[config.mk]
export PLATFORM = sky130hd
export DESIGN_NAME = spatz_cache_demux
export DESIGN_NICKNAME = d
export VERILOG_FILES = /design/src/rtl/spatz_cache_pkg.sv /design/src/rtl/spatz_cache_demux_spill.sv /design/src/rtl/spatz_cache_demux.sv
export SDC_FILE = /design/constraint.sdc
export NUM_CORES = 1
export LEC_CHECK = 0
export CAP_MARGIN = 25
export CORE_AREA = 2 2 60 45
export DETAILED_ROUTE_END_ITERATION = 10
export DIE_AREA = 0 0 62 47
export GPL_TIMING_DRIVEN = 0
export PLACE_DENSITY = 0.49
export SLEW_MARGIN = 20
export SYNTH_ARGS = -nofsm -noshare
export SYNTH_HDL_FRONTEND = slang
export SYNTH_HIERARCHICAL = 1
export SYNTH_SLANG_ARGS = --single-unit
[constraint.sdc]
create_clock -name clk_i -period 2.8 [get_ports clk_i]
set_clock_uncertainty 0.15 [all_clocks]
set_input_delay 0.84 -clock clk_i [delete_from_list [all_inputs] [get_ports clk_i]]
set_output_delay 0.84 -clock clk_i [all_outputs]
set_load 0.01 [all_outputs]
[src/rtl/spatz_cache_pkg.sv]
// Shared types and limits for the Spatz cache response demux.
package spatz_cache_pkg;

    typedef logic cache_port_id_t;

    localparam int unsigned CacheDemuxMaxDepth = 16;

endpackage

[src/rtl/spatz_cache_demux_spill.sv]
// Two-entry valid/ready spill register: one-cycle latency, full throughput,
// and ready_o depends only on local state.
module spatz_cache_demux_spill #(
    parameter type DATA_T = logic
) (
    input  logic  clk_i,
    input  logic  rst_ni,
    input  logic  valid_i,
    output logic  ready_o,
    input  DATA_T data_i,
    output logic  valid_o,
    input  logic  ready_i,
    output DATA_T data_o
);

    logic  a_full_q, b_full_q;
    DATA_T a_data_q, b_data_q;
    logic  a_fill, a_drain, b_fill, b_drain;

    // A is the input stage; B only fills when A must move on while downstream stalls.
    assign a_fill  = valid_i && ready_o;
    assign a_drain = a_full_q && !b_full_q;
    assign b_fill  = a_drain && !ready_i;
    assign b_drain = b_full_q && ready_i;

    always_ff @(posedge clk_i or negedge rst_ni) begin
        if (!rst_ni) begin
            a_full_q <= 1'b0;
            b_full_q <= 1'b0;
            a_data_q <= '0;
            b_data_q <= '0;
        end else begin
            if (a_fill) begin
                a_data_q <= data_i;
            end
            if (a_fill || a_drain) begin
                a_full_q <= a_fill;
            end
            if (b_fill) begin
                b_data_q <= a_data_q;
            end
            if (b_fill || b_drain) begin
                b_full_q <= b_fill;
            end
        end
    end

    assign ready_o = !a_full_q || !b_full_q;
    assign valid_o = a_full_q || b_full_q;
    assign data_o  = b_full_q ? b_data_q : a_data_q;

endmodule

[src/rtl/spatz_cache_demux.sv]
// Response-side 1-to-2 router: records the winning port of each accepted request
// and steers in-order responses back to it. Define SPATZ_CACHE_DEMUX_SPILL_EN to
// register each output port through spatz_cache_demux_spill.
module spatz_cache_demux
    import spatz_cache_pkg::*;
#(
    parameter type         DATA_T = logic,
    parameter int unsigned Depth  = 4
) (
    input  logic        clk_i,
    input  logic        rst_ni,
    input  logic        req_valid_i,
    input  logic        req_ready_i,
    input  logic        req_port_i,
    output logic        req_full_o,
    input  DATA_T       rsp_data_i,
    input  logic        rsp_valid_i,
    output logic        rsp_ready_o,
    output DATA_T [1:0] oup_data_o,
    output logic [1:0]  oup_valid_o,
    input  logic [1:0]  oup_ready_i,
    output logic        err_o
);

    localparam int unsigned PtrW = $clog2(Depth);
    localparam int unsigned CntW = $clog2(Depth + 1);

    if (Depth > CacheDemuxMaxDepth) begin : gen_depth_max_chk
        $error("spatz_cache_demux: Depth exceeds CacheDemuxMaxDepth");
    end
    if (Depth < 2 || (Depth & (Depth - 1)) != 0) begin : gen_depth_pow2_chk
        $error("spatz_cache_demux: Depth must be a power of two and at least 2");
    end

    cache_port_id_t  order_q [Depth];
    logic [PtrW-1:0] wr_ptr_q, rd_ptr_q;
    logic [CntW-1:0] cnt_q;
    logic            err_q;

    cache_port_id_t  head;
    logic            empty, push, pop;

    assign empty      = (cnt_q == '0);
    assign head       = order_q[rd_ptr_q];
    assign req_full_o = (cnt_q == CntW'(Depth));
    assign push       = req_valid_i && req_ready_i && !req_full_o;
    assign pop        = rsp_valid_i && rsp_ready_o && !empty;
    assign err_o      = err_q;

    // A push never reaches the head in the same cycle, so a response arriving
    // on an empty queue is always spurious regardless of a concurrent push.
    always_ff @(posedge clk_i or negedge rst_ni) begin
        if (!rst_ni) begin
            order_q  <= '{default: '0};
            wr_ptr_q <= '0;
            rd_ptr_q <= '0;
            cnt_q    <= '0;
            err_q    <= 1'b0;
        end else begin
            if (push) begin
                order_q[wr_ptr_q] <= req_port_i;
                wr_ptr_q          <= wr_ptr_q + PtrW'(1);
            end
            if (pop) begin
                rd_ptr_q <= rd_ptr_q + PtrW'(1);
            end
            if (push && !pop) begin
                cnt_q <= cnt_q + CntW'(1);
            end else if (pop && !push) begin
                cnt_q <= cnt_q - CntW'(1);
            end
            if (rsp_valid_i && empty) begin
                err_q <= 1'b1;
            end
        end
    end

`ifdef SPATZ_CACHE_DEMUX_SPILL_EN
    logic [1:0] spill_valid, spill_ready;

    always_comb begin
        spill_valid = '0;
        if (!empty) begin
            spill_valid[head] = rsp_valid_i;
        end
    end

    // Spurious responses are still sunk immediately so the controller never stalls.
    assign rsp_ready_o = empty ? rsp_valid_i : spill_ready[head];

    for (genvar p = 0; p < 2; p++) begin : gen_spill
        spatz_cache_demux_spill #(
            .DATA_T (DATA_T)
        ) i_spill (
            .clk_i   (clk_i),
            .rst_ni  (rst_ni),
            .valid_i (spill_valid[p]),
            .ready_o (spill_ready[p]),
            .data_i  (rsp_data_i),
            .valid_o (oup_valid_o[p]),
            .ready_i (oup_ready_i[p]),
            .data_o  (oup_data_o[p])
        );
    end
`else
    always_comb begin
        oup_valid_o = '0;
        if (!empty) begin
            oup_valid_o[head] = rsp_valid_i;
        end
    end

    assign oup_data_o[0] = rsp_data_i;
    assign oup_data_o[1] = rsp_data_i;
    assign rsp_ready_o   = empty ? rsp_valid_i : oup_ready_i[head];
`endif

endmodule

==> Word level (Yosys, flattened, before mapping) <==
Cells that the tools add are included.
{ "word_totals": {"reg_bits": 12, "in_bits": 9, "out_inout_bits": 7, "elab_cells": 50} }
{ "classes": {"add_sub_neg": 4, "magnitude_cmp": 5, "n_eq_ne": 1, "mux": 14, "bitwise_logic": 3, "n_reduce_logical": 15} }
{ "op_table": {"columns": ["operator", "n"], "rows": [
  ["logical AND 1 bit", 9],
  ["two-way mux 1 bit", 7],
  ["greater-or-equal comparator 3 bit, second input constant", 2],
  ["two-way mux 3 bit", 2],
  ["inverter 2 -> 3 bit", 2],
  ["adder 2 x 1 -> 2 bit, second input constant", 2],
  ["bitwise mux 4 bit", 1],
  ["logical NOT 1 bit", 4],
  ["adder 3 x 1 -> 3 bit, second input constant", 1],
  ["== test 3 bit, second input constant", 1],
  ["logical NOT 3 bit", 1],
  ["less-than comparator 3 x 1 -> 1 bit, second input constant", 1],
  ["subtractor 3 x 1 -> 3 bit, second input constant", 1],
  ["bitwise AND 2 bit", 1],
  ["binary-select mux 1 bit (select 2 bit)", 1],
  ["demux 1 bit (select 2 bit)", 1],
  ["less-than comparator 1 x 2 -> 1 bit, second input constant", 1],
  ["two-way mux 2 bit", 1],
  ["nonzero test 2 bit", 1],
  ["demux 1 bit (select 1 bit)", 1],
  ["greater-or-equal comparator 1 bit, second input constant", 1]
]} }

==> Depth between registers and ports, before layout <==
{ "logic_depth": {"ltp_word": 12, "mapped_depth": 10, "ltp_nobuf": 10} }

==> Worst setup path before layout <==
No wires, ideal clock.
{ "synth_timing": {"kind": "register to register", "startpoint": "register rd_ptr_q[1]", "endpoint": "register cnt_q[1]", "setup_time_ns": 0.125, "arrival_ns": 2.049, "t_required_ns": 2.525, "setup_slack_ns": 0.477, "path_stages_with_launch": 9, "n_path_buf": 0, "synth_period_minus_slack_ns": 2.323, "cell_sequence": "dfrtp_1 -> mux2i_1 -> mux2i_2 -> mux2i_1 -> or2_1 -> ha_1 -> inv_1 -> fa_1 -> mux2_2"} }
{ "synth_between": {"elab_chain_len": 12, "elab_cells_between_ends": 14, "cone_classes": "mux (7); bitwise (1); reduce/logical (6)"} }
{ "synth_rtl": {"columns": ["element", "line", "rtl"], "rows": [
  ["start: declaration", "spatz_cache_demux.sv:36", "logic [PtrW-1:0] wr_ptr_q, rd_ptr_q;"],
  ["start signal: assignment", "spatz_cache_demux.sv:65", "rd_ptr_q <= rd_ptr_q + PtrW'(1);"],
  ["inverter 2 -> 3 bit (implied by the code) (*)", "spatz_cache_demux.sv:44", "assign head = order_q[rd_ptr_q];"],
  ["binary-select mux 1 bit (select 2 bit) (*)", "spatz_cache_demux.sv:44", null],
  ["two-way mux 1 bit (implied by the code) (*) (2 in series)", "spatz_cache_demux.sv:44", null],
  ["two-way mux 1 bit (implied by the code) (*) (2 in series)", "spatz_cache_demux.sv:115", "assign rsp_ready_o = empty ? rsp_valid_i : oup_ready_i[head];"],
  ["two-way mux 1 bit (*)", "spatz_cache_demux.sv:115", null],
  ["logical AND 1 bit (*) (2 in series)", "spatz_cache_demux.sv:47", "assign pop = rsp_valid_i && rsp_ready_o && !empty;"],
  ["logical NOT 1 bit", "spatz_cache_demux.sv:67", "if (push && !pop) begin"],
  ["logical AND 1 bit", "spatz_cache_demux.sv:67", null],
  ["two-way mux 3 bit or nonzero test 2 bit (tied branches)", null, null],
  ["end signal: assignment", "spatz_cache_demux.sv:68", "cnt_q <= cnt_q + CntW'(1);"],
  ["end signal: assignment", "spatz_cache_demux.sv:70", "cnt_q <= cnt_q - CntW'(1);"],
  ["end: declaration", "spatz_cache_demux.sv:37", "logic [CntW-1:0] cnt_q;"]
]} }
Mark *: on every way between the ends. The rest lies on a longest branch, timed or not. The select of a mux whose other input is x is not followed.
A chain may end at the register's enable or synchronous reset.

==> Worst setup path after layout <==
{ "layout_timing": {"startpoint": "input oup_ready_i[1]", "endpoint": "output rsp_ready_o"} }
{ "layout_between": {"elab_chain_len": 3} }
{ "layout_rtl": {"columns": ["element", "line", "rtl"], "rows": [
  ["start: declaration", "spatz_cache_demux.sv:21", "input logic [1:0] oup_ready_i,"],
  ["two-way mux 1 bit (implied by the code) (2 in series)", "spatz_cache_demux.sv:115", null],
  ["two-way mux 1 bit", "spatz_cache_demux.sv:115", null],
  ["end: declaration", "spatz_cache_demux.sv:18", "output logic rsp_ready_o,"]
]} }
No other way between the ends. The select of a mux whose other input is x is not followed.

==> impl_summary.txt <==
----------------------------------------------------
[Setup path]
  FF-to-FF setup slack ... 330 ps
  Startpoint type of the worst setup path ... primary input
  Maximum fanout along the worst path ... 3
  Endpoint kind of the worst setup timing path ... primary output
  Critical path data required time ... 1810 ps
  Arrival time of data at the critical path endpoint ... 1730 ps
  Reg2Reg Depth ... 8
  Worst r2r dst ... cnt_q[1]$_DFFE_PN0P_
  RR Startpoint ... rd_ptr_q[1]$_DFFE_PN0P_
  Crit Path Category ... in2out

[Synthesis]
  Unique masters post-synth ... 23
  Portion of synthesized cell area occupied by the leading cell type ... 42.8%
  Net count of the mapped netlist ... 76
  Post-Synthesis Cell Area ... 702 um^2
  Post-synth top flop ... sky130_fd_sc_hd__dfrtp_1
  Commonest cells in the netlist ... sky130_fd_sc_hd__dfrtp_1 (12), sky130_fd_sc_hd__nand2_1 (6), sky130_fd_sc_hd__ha_1 (5), sky130_fd_sc_hd__mux2i_1 (5)
  Synthesized area per cell ... 11.5 um^2
  Post-synthesis sequential area ratio ... 42.8%
  Proportion of register bits with asynchronous set or reset after synthesis ... 100%
  Register bit total from synthesis ... 12
  Synthesized instance count ... 61
  Number of enable flip-flop cells after synthesis ... 0
  Number of synthesis warnings ... 6
  Library cell with the highest instance count after synthesis ... sky130_fd_sc_hd__dfrtp_1
  Library cell with the largest summed area after synthesis ... sky130_fd_sc_hd__dfrtp_1
  Cell types with the largest area share after synthesis ... sky130_fd_sc_hd__dfrtp_1 (43%), sky130_fd_sc_hd__ha_1 (8.9%), sky130_fd_sc_hd__mux2i_1 (7.1%), sky130_fd_sc_hd__mux2_1 (6.4%), sky130_fd_sc_hd__xor2_1 (3.7%)

[Finish]
  Antenna cell count ... 0
  Area growth from synthesis to final layout ... 30.8%
  Filler cells ... 242
  Multi-input gate area ... 372 um^2
  Nets ... 95
  Layout cells sized above 1 ... 17.7%
  Register area ... 300 um^2
  Cell Count, Final, Fillers Out ... 113
  Post-layout utilization of the core ... 39.1%

[Routing]
  Highest routed metal layer ... met4
  Via total after detailed routing ... 478
  Remaining antenna violation count after routing ... 0
  Total length of routed met3 wires ... 87 um
  Overall routed net length ... 1.13 mm
  Avg Vias per Cell ... 4.23
  Met1 WL ... 570 um
  Number of DRC violations after detailed routing ... 0
  Met2 WL ... 447 um
  Number of DRC markers after the initial detailed-route iteration ... 7
  WL/cell ... 10.0 um
  Router iterations before antenna repair ... 2

[STA]
  Final setup violation count ... 0
  Tightest slew margin relative to the limit ... 64.5%
  Transition time at the pin with the least slew margin ... 530 ps
  Max Slew Vio Count ... 0
  Fmax achieved ... 367 MHz
  Final hold violation count ... 0
  Setup repair after global routing missed its margin ... false
  Minimum clock period after layout ... 2720 ps
  Sum Neg Setup Slack ... 0 ps
  Share of the cycle needed by the critical path after routing ... 97.2%

[Clock tree]
  TritonCTS buffer count ... 3
  Clock edge transition at the registers on the reported setup and hold paths ... 70 ps
  TritonCTS clock tree ... done
  Cell at the root of the clock tree ... sky130_fd_sc_hd__clkbuf_4
  Worst skew pair latency ... 270 ps
  Maximum number of buffers from clock root to sink ... 2
  Level count of the clock H-tree ... 1
  CTS sink count ... 12
  Hold bufs inserted after CTS ... 0

[Pwr]
  IR drop worst, VDD ... 361 uV
  Leakage power ... 0.418 nW
  Pwr per Cell Area ... 969 nW/um^2

[Global routing]
  First-pass GRT wire length ... 1.79 mm
  Total Routing Usage GR ... 9.45%
  Maximum number of pins on one net before global-route repair ... 13
  Antenna violations before repair ... 0
  Number of global-route vias before repair ... 388
  Total congestion overflow ... 0

[Die]
  DIE AREA ... 2910 um^2
  Vertical die dimension ... 47 um
  Effective utilization at floorplan ... 29.9%
  Ports placed on the boundary ... 16
  Die Span X ... 62 um
  Cell Rows ... 15
  CORE AREA ... 2350 um^2

[Placed design]
  Post-DP HPWL ... 927 um
  Dpl cells ... 109
  Number of port buffers ... 14
  Routability-driven placement congestion ratio ... 0.773

[Outcome]
  Result of the run ... finished clean

[Worst hold path]
  Cells on Worst Hold Path ... 1
  Hold WC Path Type ... reg2reg
  Start point of the worst min-delay path ... err_o$_DFFE_PN0P_
  Endpoint with the worst hold slack ... err_o$_DFFE_PN0P_

[Flow run]
  Number of max-capacitance violations reported ... 0

----------------------------------------------------
## cells in the final DEF, fill, tap and decap left out, types with 2 or more instances in the layout
master / count
sky130_fd_sc_hd__mux2i_1: 5
sky130_fd_sc_hd__xnor2_1: 2
sky130_fd_sc_hd__buf_4: 2
sky130_fd_sc_hd__mux2_1: 4
sky130_fd_sc_hd__o21ai_0: 2
sky130_fd_sc_hd__clkbuf_4: 3
sky130_fd_sc_hd__ha_1: 5
sky130_fd_sc_hd__inv_1: 4
sky130_fd_sc_hd__xor2_1: 3
sky130_fd_sc_hd__nand2_1: 6
sky130_fd_sc_hd__nor3b_2: 2
sky130_fd_sc_hd__clkdlybuf4s50_1: 10
sky130_fd_sc_hd__dfrtp_1: 12
sky130_fd_sc_hd__nor2_1: 3
## power by group
group          leakage [nW]  switching (mW)  internal [mW]
Combinational         0.256           0.188          0.229
Sequential            0.141          0.0763          0.262
Clock                0.0210          0.0554         0.0790
## worst max-delay path by stage
stage / from / to / slack (ps) / cells past startpoint
after floorplan: rd_ptr_q[1]$_DFFE_PN0P_ / cnt_q[1]$_DFFE_PN0P_ / 480 / 8
after global placement: oup_ready_i[0] / rsp_ready_o / -340 / 4
after detailed placement: oup_ready_i[1] / rsp_ready_o / -340 / 4
after CTS: rsp_valid_i / oup_valid_o[0] / 8 / 4
after global routing: oup_ready_i[0] / rsp_ready_o / 20 / 4
final: oup_ready_i[1] / rsp_ready_o / 80 / 4
## worst max-delay path, cell delays in order
cell and delay (ps):
sky130_fd_sc_hd__clkdlybuf4s50_1 510, sky130_fd_sc_hd__mux2i_1 100, sky130_fd_sc_hd__a21oi_1 140, sky130_fd_sc_hd__buf_2 140
## final cells by class
| class | instances | share of cell area [%] |
|---|---|---|
| sequential | 12 | 32.7 |
| multi-input combinational | 43 | 40.5 |
| timing repair buffer | 14 | 15.0 |
| tap | 34 | 4.63 |
| buffer | 2 | 1.63 |
| inverter | 4 | 1.63 |
| clock buffer | 4 | 3.95 |
## flip-flops by register name, indices dropped and copies added, names as in the netlist
| register | count |
|---|---|
| rd_ptr_q | 2 |
| wr_ptr_q | 2 |
| err_o | 1 |
| cnt_q | 3 |
| order_q | 4 |
## stage by stage
| stage | setup WS [ps] | power, mW | instance area, um^2 | hold slack [ps] |
|---|---|---|---|---|
| after floorplan | 477 | 0.639 | 702 | 295 |
| after global placement | -343 | 0.786 | 885 | 310 |
| after detailed placement | -341 | 0.788 | 885 | 319 |
| after CTS | 7.58 | 0.911 | 916 | 333 |
| after global routing | 17.3 | 0.971 | 918 | 355 |
| final | 78.8 | 0.890 | 918 | 328 |
## layer usage
metal / GRT usage [%] / vias to the layer above
met5: 0 / -
met4: 6.38 / 0
met3: 5.79 / 2
met2: 11.3 / 15
met1: 12.4 / 221
li1: - / 240
## kinds of logic after synthesis
kind of cell    synth area share [%]
simple gates                    13.5
flops                           42.8
mux                             17.1
buf+inv                         4.28
fa+ha+maj                       11.8
compound gates                  4.28
xor+xnor                        6.24
## timing repair
| action | 4_1_cts | 5_1_grt |
|---|---|---|
| setup buffers | 0 | 0 |
| cloned | 0 | 0 |
| endpoints found under the hold margin | 0 | 0 |
| endpoints found under the setup margin | 3 | 2 |
| resized for setup | 8 | 1 |
Power figures use the tool's default switching activity.
